**config.mk**
```make
export PLATFORM = sky130hd
export DESIGN_NAME = nibble_serial_adder
export DESIGN_NICKNAME = d
export VERILOG_FILES = /design/src/rtl/nibble_serial_adder.sv
export SDC_FILE = /design/constraint.sdc
export NUM_CORES = 1
export LEC_CHECK = 0
export CAP_MARGIN = 25
export CORE_ASPECT_RATIO = 2
export CORE_MARGIN = 2
export CORE_UTILIZATION = 44
export DETAILED_ROUTE_END_ITERATION = 10
export HOLD_SLACK_MARGIN = 0.12
export PLACE_DENSITY = 0.83
export SLEW_MARGIN = 40
export SYNTH_ARGS = -nofsm -noshare
export SYNTH_HDL_FRONTEND = slang
export SYNTH_SLANG_ARGS = --single-unit
```
**constraint.sdc**
```tcl
create_clock -name clk -period 1.6 [get_ports clk]
set_input_delay 0.16 -clock clk [delete_from_list [all_inputs] [get_ports clk]]
set_output_delay 0.16 -clock clk [all_outputs]
set_load 0.005 [all_outputs]
```
**src/rtl/nibble_serial_adder.sv**
```systemverilog
// Multi-cycle WIDTH-bit adder: one 4-bit slice, one nibble per clock (LSB first),
// carry chained through a register, valid/ready handshakes on both sides.
module nibble_serial_adder #(
  parameter int WIDTH = 16
) (
  input  logic             clk,
  input  logic             rst,
  input  logic             in_valid,
  output logic             in_ready,
  input  logic [WIDTH-1:0] a,
  input  logic [WIDTH-1:0] b,
  output logic             out_valid,
  input  logic             out_ready,
  output logic [WIDTH-1:0] sum,
  output logic             carry_out,
  output logic             busy
);
  localparam int N  = WIDTH / 4;
  localparam int CW = (N > 1) ? $clog2(N) : 1;
  localparam logic [CW-1:0] LAST_NIB = CW'(N - 1);

  typedef enum logic [1:0] {IDLE, RUN, DONE} state_t;

  state_t           state_reg, state_next;
  logic [WIDTH-1:0] op_a_reg, op_b_reg, sum_reg, sum_next;
  logic             carry_reg, carry_out_reg;
  logic [CW-1:0]    nib_cnt_reg;
  logic [4:0]       slice;
  logic             accept, last_step;

  // Single 4-bit slice with carry-in; slice[4] is the nibble carry-out.
  assign slice     = {1'b0, op_a_reg[3:0]} + {1'b0, op_b_reg[3:0]} + {4'b0, carry_reg};
  assign last_step = (nib_cnt_reg == LAST_NIB);

  // New nibble enters the sum from the top; a single-nibble sum is just the slice.
  generate
    if (WIDTH == 4) begin : g_one_nib
      assign sum_next = slice[3:0];
    end else begin : g_multi_nib
      assign sum_next = {slice[3:0], sum_reg[WIDTH-1:4]};
    end
  endgenerate

  always_comb begin
    state_next = state_reg;
    in_ready   = 1'b0;
    out_valid  = 1'b0;
    busy       = 1'b0;
    accept     = 1'b0;
    case (state_reg)
      IDLE: begin
        in_ready = 1'b1;
        if (in_valid) begin
          accept     = 1'b1;
          state_next = RUN;
        end
      end
      RUN: begin
        busy = 1'b1;
        if (last_step) state_next = DONE;
      end
      DONE: begin
        out_valid = 1'b1;
        if (out_ready) state_next = IDLE;
      end
      default: state_next = IDLE;
    endcase
  end

  always_ff @(posedge clk or posedge rst) begin
    if (rst) begin
      state_reg     <= IDLE;
      op_a_reg      <= '0;
      op_b_reg      <= '0;
      sum_reg       <= '0;
      carry_reg     <= 1'b0;
      carry_out_reg <= 1'b0;
      nib_cnt_reg   <= '0;
    end else begin
      state_reg <= state_next;
      if (accept) begin
        op_a_reg    <= a;
        op_b_reg    <= b;
        carry_reg   <= 1'b0;
        nib_cnt_reg <= '0;
      end else if (state_reg == RUN) begin
        op_a_reg    <= op_a_reg >> 4;
        op_b_reg    <= op_b_reg >> 4;
        sum_reg     <= sum_next;
        carry_reg   <= slice[4];
        nib_cnt_reg <= nib_cnt_reg + CW'(1);
        if (last_step) carry_out_reg <= slice[4];
      end
    end
  end

  assign sum       = sum_reg;
  assign carry_out = carry_out_reg;

endmodule

```
==> impl_metrics.prom, run 1 <==
# TYPE chip_impl_metric gauge
chip_impl_info{name="status",value="finished clean"} 1
chip_impl_metric{name="timing.critical_path.fanout_max",unit=""} 2
chip_impl_metric{name="fraction_of_met1_tracks_used_by_global_routing",unit=""} 0.221
chip_impl_metric{name="drc",unit=""} 0
chip_impl_metric{name="period_needed",unit="ns"} 1.56
chip_impl_info{name="most-common-layout-cells",value="sky130_fd_sc_hd__nand2_1 (109), sky130_fd_sc_hd__clkdlybuf4s50_1 (54), sky130_fd_sc_hd__dfrtp_1 (53), sky130_fd_sc_hd__a22oi_1 (24), sky130_fd_sc_hd__buf_4 (14)"} 1
chip_impl_info{name="worstReg2RegStart",value="op_a_reg[0]"} 1
chip_impl_info{name="mostFrequentLayoutCell",value="sky130_fd_sc_hd__nand2_1"} 1
chip_impl_metric{name="share_seq_of_total_power",unit=""} 0.384
chip_impl_metric{name="synth_fp_nets",unit=""} 288
chip_impl_metric{name="cts_hold_buf",unit=""} 0
chip_impl_metric{name="finalHoldViolations",unit=""} 0
chip_impl_metric{name="postRouteAntennaNets",unit=""} 0
chip_impl_metric{name="drt_pass1_iterations",unit=""} 5
chip_impl_metric{name="placementRows",unit=""} 37
chip_impl_metric{name="comb_power_share",unit=""} 0.469
chip_impl_info{name="hold_path_class",value="in -> async"} 1
chip_impl_metric{name="initial_core_util",unit=""} 0.454
chip_impl_metric{name="numClockSinks",unit=""} 54
chip_impl_metric{name="area_fraction_of_the_dominant_cell_type_after_synthesis",unit=""} 0.579
chip_impl_metric{name="wire_length_of_the_first_global_routing_pass",unit="µm"} 8560
chip_impl_metric{name="h-tree-depth",unit=""} 2
chip_impl_metric{name="final_period_util",unit=""} 0.972
chip_impl_metric{name="reg2reg_slack",unit="ns"} 0.04
chip_impl_metric{name="place_congestion",unit=""} 0.880
chip_impl_metric{name="drive_above_1_share",unit=""} 0.116
chip_impl_metric{name="grt_usage",unit=""} 0.181
chip_impl_metric{name="placement.setup.worst_slack",unit="ns"} -0.0591
chip_impl_metric{name="portBuffers",unit=""} 55
chip_impl_metric{name="timing.critical_path.required",unit="ns"} 1.79
chip_impl_metric{name="die_area",unit="µm²"} 5940
chip_impl_metric{name="design.portCount",unit=""} 56
chip_impl_metric{name="post_synth.cell_area_avg",unit="µm²"} 9.49
chip_impl_metric{name="power.switching",unit="mW"} 2.27
chip_impl_metric{name="max_freq",unit="GHz"} 0.643
chip_impl_metric{name="maxcap_violations",unit=""} 0
chip_impl_info{name="synthDominantAreaCellType",value="sky130_fd_sc_hd__dfrtp_1"} 1
chip_impl_metric{name="synth_compound_area_frac",unit=""} 0.130
chip_impl_metric{name="grt_util_met3",unit=""} 0.0253
chip_impl_metric{name="antenna_found_initial",unit=""} 0
chip_impl_metric{name="route.vias.total",unit=""} 1936
chip_impl_metric{name="setup_slack",unit="ns"} 0.0449
chip_impl_info{name="kind_of_end_point_of_the_critical_path",value="flop"} 1
chip_impl_metric{name="grt_pass1_vias",unit=""} 1904
chip_impl_metric{name="synth.yosys.warnings",unit=""} 0
chip_impl_metric{name="routed_wire_length_per_instance",unit="µm"} 13.6
chip_impl_info{name="worstSetupPathType",value="reg -> reg"} 1
chip_impl_metric{name="finalSetupViolCount",unit=""} 0
chip_impl_info{name="crit-reg2reg-capture",value="carry_out"} 1
chip_impl_info{name="tritoncts",value="done"} 1
chip_impl_metric{name="synth_simple_gate_area_share",unit=""} 0.210
chip_impl_metric{name="dr.first_iter.drc_count",unit=""} 84
chip_impl_info{name="ys_top_cells_by_area",value="sky130_fd_sc_hd__dfrtp_1 (58%), sky130_fd_sc_hd__nand2_1 (18%), sky130_fd_sc_hd__a22oi_1 (7.7%)"} 1
chip_impl_metric{name="clock_network_power_share",unit=""} 0.147
chip_impl_metric{name="area.growth.synth_to_final",unit="%"} 37.2
chip_impl_metric{name="place.detailed.hpwl",unit="µm"} 3430
chip_impl_metric{name="cts_inserted_buffers",unit=""} 5
chip_impl_metric{name="postSynthRegisterBits",unit=""} 54
chip_impl_metric{name="path_clk_slew",unit="ns"} 0.09
chip_impl_metric{name="final_core_utilization",unit=""} 0.623
chip_impl_info{name="clock-root-buffer",value="sky130_fd_sc_hd__clkbuf_8"} 1
chip_impl_metric{name="chipHeight",unit="µm"} 107
chip_impl_metric{name="grt_max_degree",unit=""} 55
chip_impl_metric{name="grt_overflow",unit=""} 0
chip_impl_info{name="globalRoute.busiestLayer",value="met2"} 1
chip_impl_metric{name="gr-usage-met2",unit=""} 0.327
chip_impl_metric{name="power.density",unit="nW/µm²"} 1910
chip_impl_metric{name="synth_cell_type_count",unit=""} 27
chip_impl_metric{name="fin_nets",unit=""} 352
chip_impl_info{name="critPathLaunchType",value="flop"} 1
chip_impl_metric{name="leakage_component_of_the_power",unit="nW"} 1.53
chip_impl_metric{name="dieWidth",unit="µm"} 55.5
chip_impl_metric{name="clockBufferDepth",unit=""} 2
chip_impl_metric{name="final.setup_skew",unit="ns"} 0.00829
chip_impl_metric{name="timing.hold.ws",unit="ns"} 0.206
chip_impl_metric{name="num_antenna_cells",unit=""} 0
chip_impl_metric{name="synthAdderAreaFrac",unit=""} 0.0386
chip_impl_metric{name="slew-limit-headroom",unit=""} 0.623
chip_impl_metric{name="seq_area_frac_synth",unit=""} 0.579
chip_impl_metric{name="p_int",unit="mW"} 3.84
chip_impl_metric{name="synthMuxAreaShare",unit=""} 0
chip_impl_metric{name="vias_per_cell",unit=""} 5.25
chip_impl_metric{name="synth_cells",unit=""} 246
chip_impl_metric{name="ff2ff_path_depth",unit=""} 6
chip_impl_metric{name="yosys.area_share.xor_xnor",unit=""} 0.00375
chip_impl_metric{name="core_region_area",unit="µm²"} 5140
chip_impl_metric{name="swShare",unit=""} 0.372
chip_impl_metric{name="drt_wl_total",unit="µm"} 5020
chip_impl_metric{name="final-max-slew-violation-count",unit=""} 0
chip_impl_metric{name="ir_worst_vdd",unit="mV"} 2.08
chip_impl_metric{name="critPathArrivalTime",unit="ns"} 1.74
chip_impl_info{name="rsz0062_at_grt",value="no"} 1
chip_impl_metric{name="worst-slew-pin-transition",unit="ns"} 0.564
chip_impl_metric{name="clk-insertion-delay-late",unit="ns"} 0.31
chip_impl_info{name="dominant_combinational_cell_family_by_area_after_synthesis",value="simple AND/OR/NAND/NOR gates"} 1
chip_impl_metric{name="synth.cell_area",unit="µm²"} 2330
[per-stage QoR]
stage	power [mW]	std cells	setup TNS, ns	instance area, µm²
floorplan	3.89	246	0	2330
global placement	4.81	352	-0.704	2980
detailed placement	4.97	352	-0.119	2990
CTS	6.04	365	0	3160
global route	6.61	369	0	3200
finish	6.11	369	0	3200
[worst max-delay path by stage]
stage,from,end,slack (ns),cells past startpoint
after floorplan,op_a_reg[0],carry_out,0.11,6
after global routing,op_a_reg[0],carry_reg,0.004,6
after detailed placement,op_a_reg[0],carry_reg,-0.06,6
after global placement,in_valid,op_a_reg[6],-0.04,4
after CTS,carry_reg,carry_reg,0.008,6
final,op_a_reg[0],carry_out,0.04,6
[what timing repair did]
action / CTS / global route
setup endpoints to repair: 6 / 6
gates cloned: 0 / 0
setup buffers: 5 / 4
hold endpoints to repair: 0 / 0
pin swaps: 3 / 3
gates resized for setup: 9 / 3
[worst max-delay path, stage by stage, from the launching register on]
cell and delay [ns]:
sky130_fd_sc_hd__dfrtp_1 0.42, sky130_fd_sc_hd__fa_2 0.40, sky130_fd_sc_hd__inv_2 0.06, sky130_fd_sc_hd__fa_2 0.20
sky130_fd_sc_hd__nand2b_4 0.12, sky130_fd_sc_hd__o2bb2ai_2 0.12, sky130_fd_sc_hd__a31oi_1 0.10
[power by group through the flow]
stage / logic, mW / registers [mW] / clock network [mW]
6_report: 2.86 / 2.35 / 0.898
5_1_grt: 3.21 / 2.43 / 0.969
4_1_cts: 2.77 / 2.36 / 0.910
3_5_place_dp: 2.58 / 2.39 / 0
3_3_place_gp: 2.46 / 2.36 / 0
2_1_floorplan: 1.58 / 2.31 / 0
[Yosys cell counts]
cell,number
sky130_fd_sc_hd__nor3b_2,1
sky130_fd_sc_hd__o21ai_0,12
sky130_fd_sc_hd__nand2b_1,2
sky130_fd_sc_hd__a22oi_1,24
sky130_fd_sc_hd__nand3_1,1
sky130_fd_sc_hd__ha_1,4
sky130_fd_sc_hd__nand2_1,109
sky130_fd_sc_hd__xor2_1,1
sky130_fd_sc_hd__nand4b_1,1
sky130_fd_sc_hd__nor4bb_1,1
sky130_fd_sc_hd__fa_1,2
sky130_fd_sc_hd__nor2b_1,1
sky130_fd_sc_hd__inv_2,1
sky130_fd_sc_hd__o21bai_1,2
sky130_fd_sc_hd__a221oi_1,1
sky130_fd_sc_hd__inv_1,5
sky130_fd_sc_hd__or4b_1,1
sky130_fd_sc_hd__a21oi_1,2
sky130_fd_sc_hd__buf_2,11
sky130_fd_sc_hd__a22o_1,1
sky130_fd_sc_hd__clkbuf_1,3
sky130_fd_sc_hd__dfrtp_1,54
sky130_fd_sc_hd__nor2_1,2
sky130_fd_sc_hd__a31oi_1,1
sky130_fd_sc_hd__o22ai_1,1
sky130_fd_sc_hd__o2bb2ai_1,1
sky130_fd_sc_hd__nor4b_1,1
[layout make-up]
| cell class | instances | area [µm²] |
|---|---|---|
| fillers | 437 | 1940 |
| clock buffers | 6 | 72.6 |
| inverters | 6 | 22.5 |
| repair buffers | 71 | 698 |
| well taps | 58 | 72.6 |
| multi-input cells | 172 | 946 |
| clock inverters | 2 | 37.5 |
| flip-flops and latches | 54 | 1350 |
[logic make-up after synthesis]
| family | after synthesis |
|---|---|
| AO/OA/AOI/OAI | 45 |
| XOR/XNOR | 1 |
| adder cells (fa/ha/maj) | 6 |
| buffers and inverters | 20 |
| flip-flops | 54 |
| AND/OR/NAND/NOR | 120 |
[routing by layer]
metal,wire length [µm],part of all wire
met2,2840,0.57
met5,0,0
met1,1950,0.39
met3,186,0.037
met4,48,0.0096
No activity file was read; power rests on OpenSTA's default activity.
==> run 2, diff against run 1 <==
- SKIP_LAST_GASP: default -> 1
==> results of run 2 <==
Final layout, timing and power as in run 1 (identical DEF).
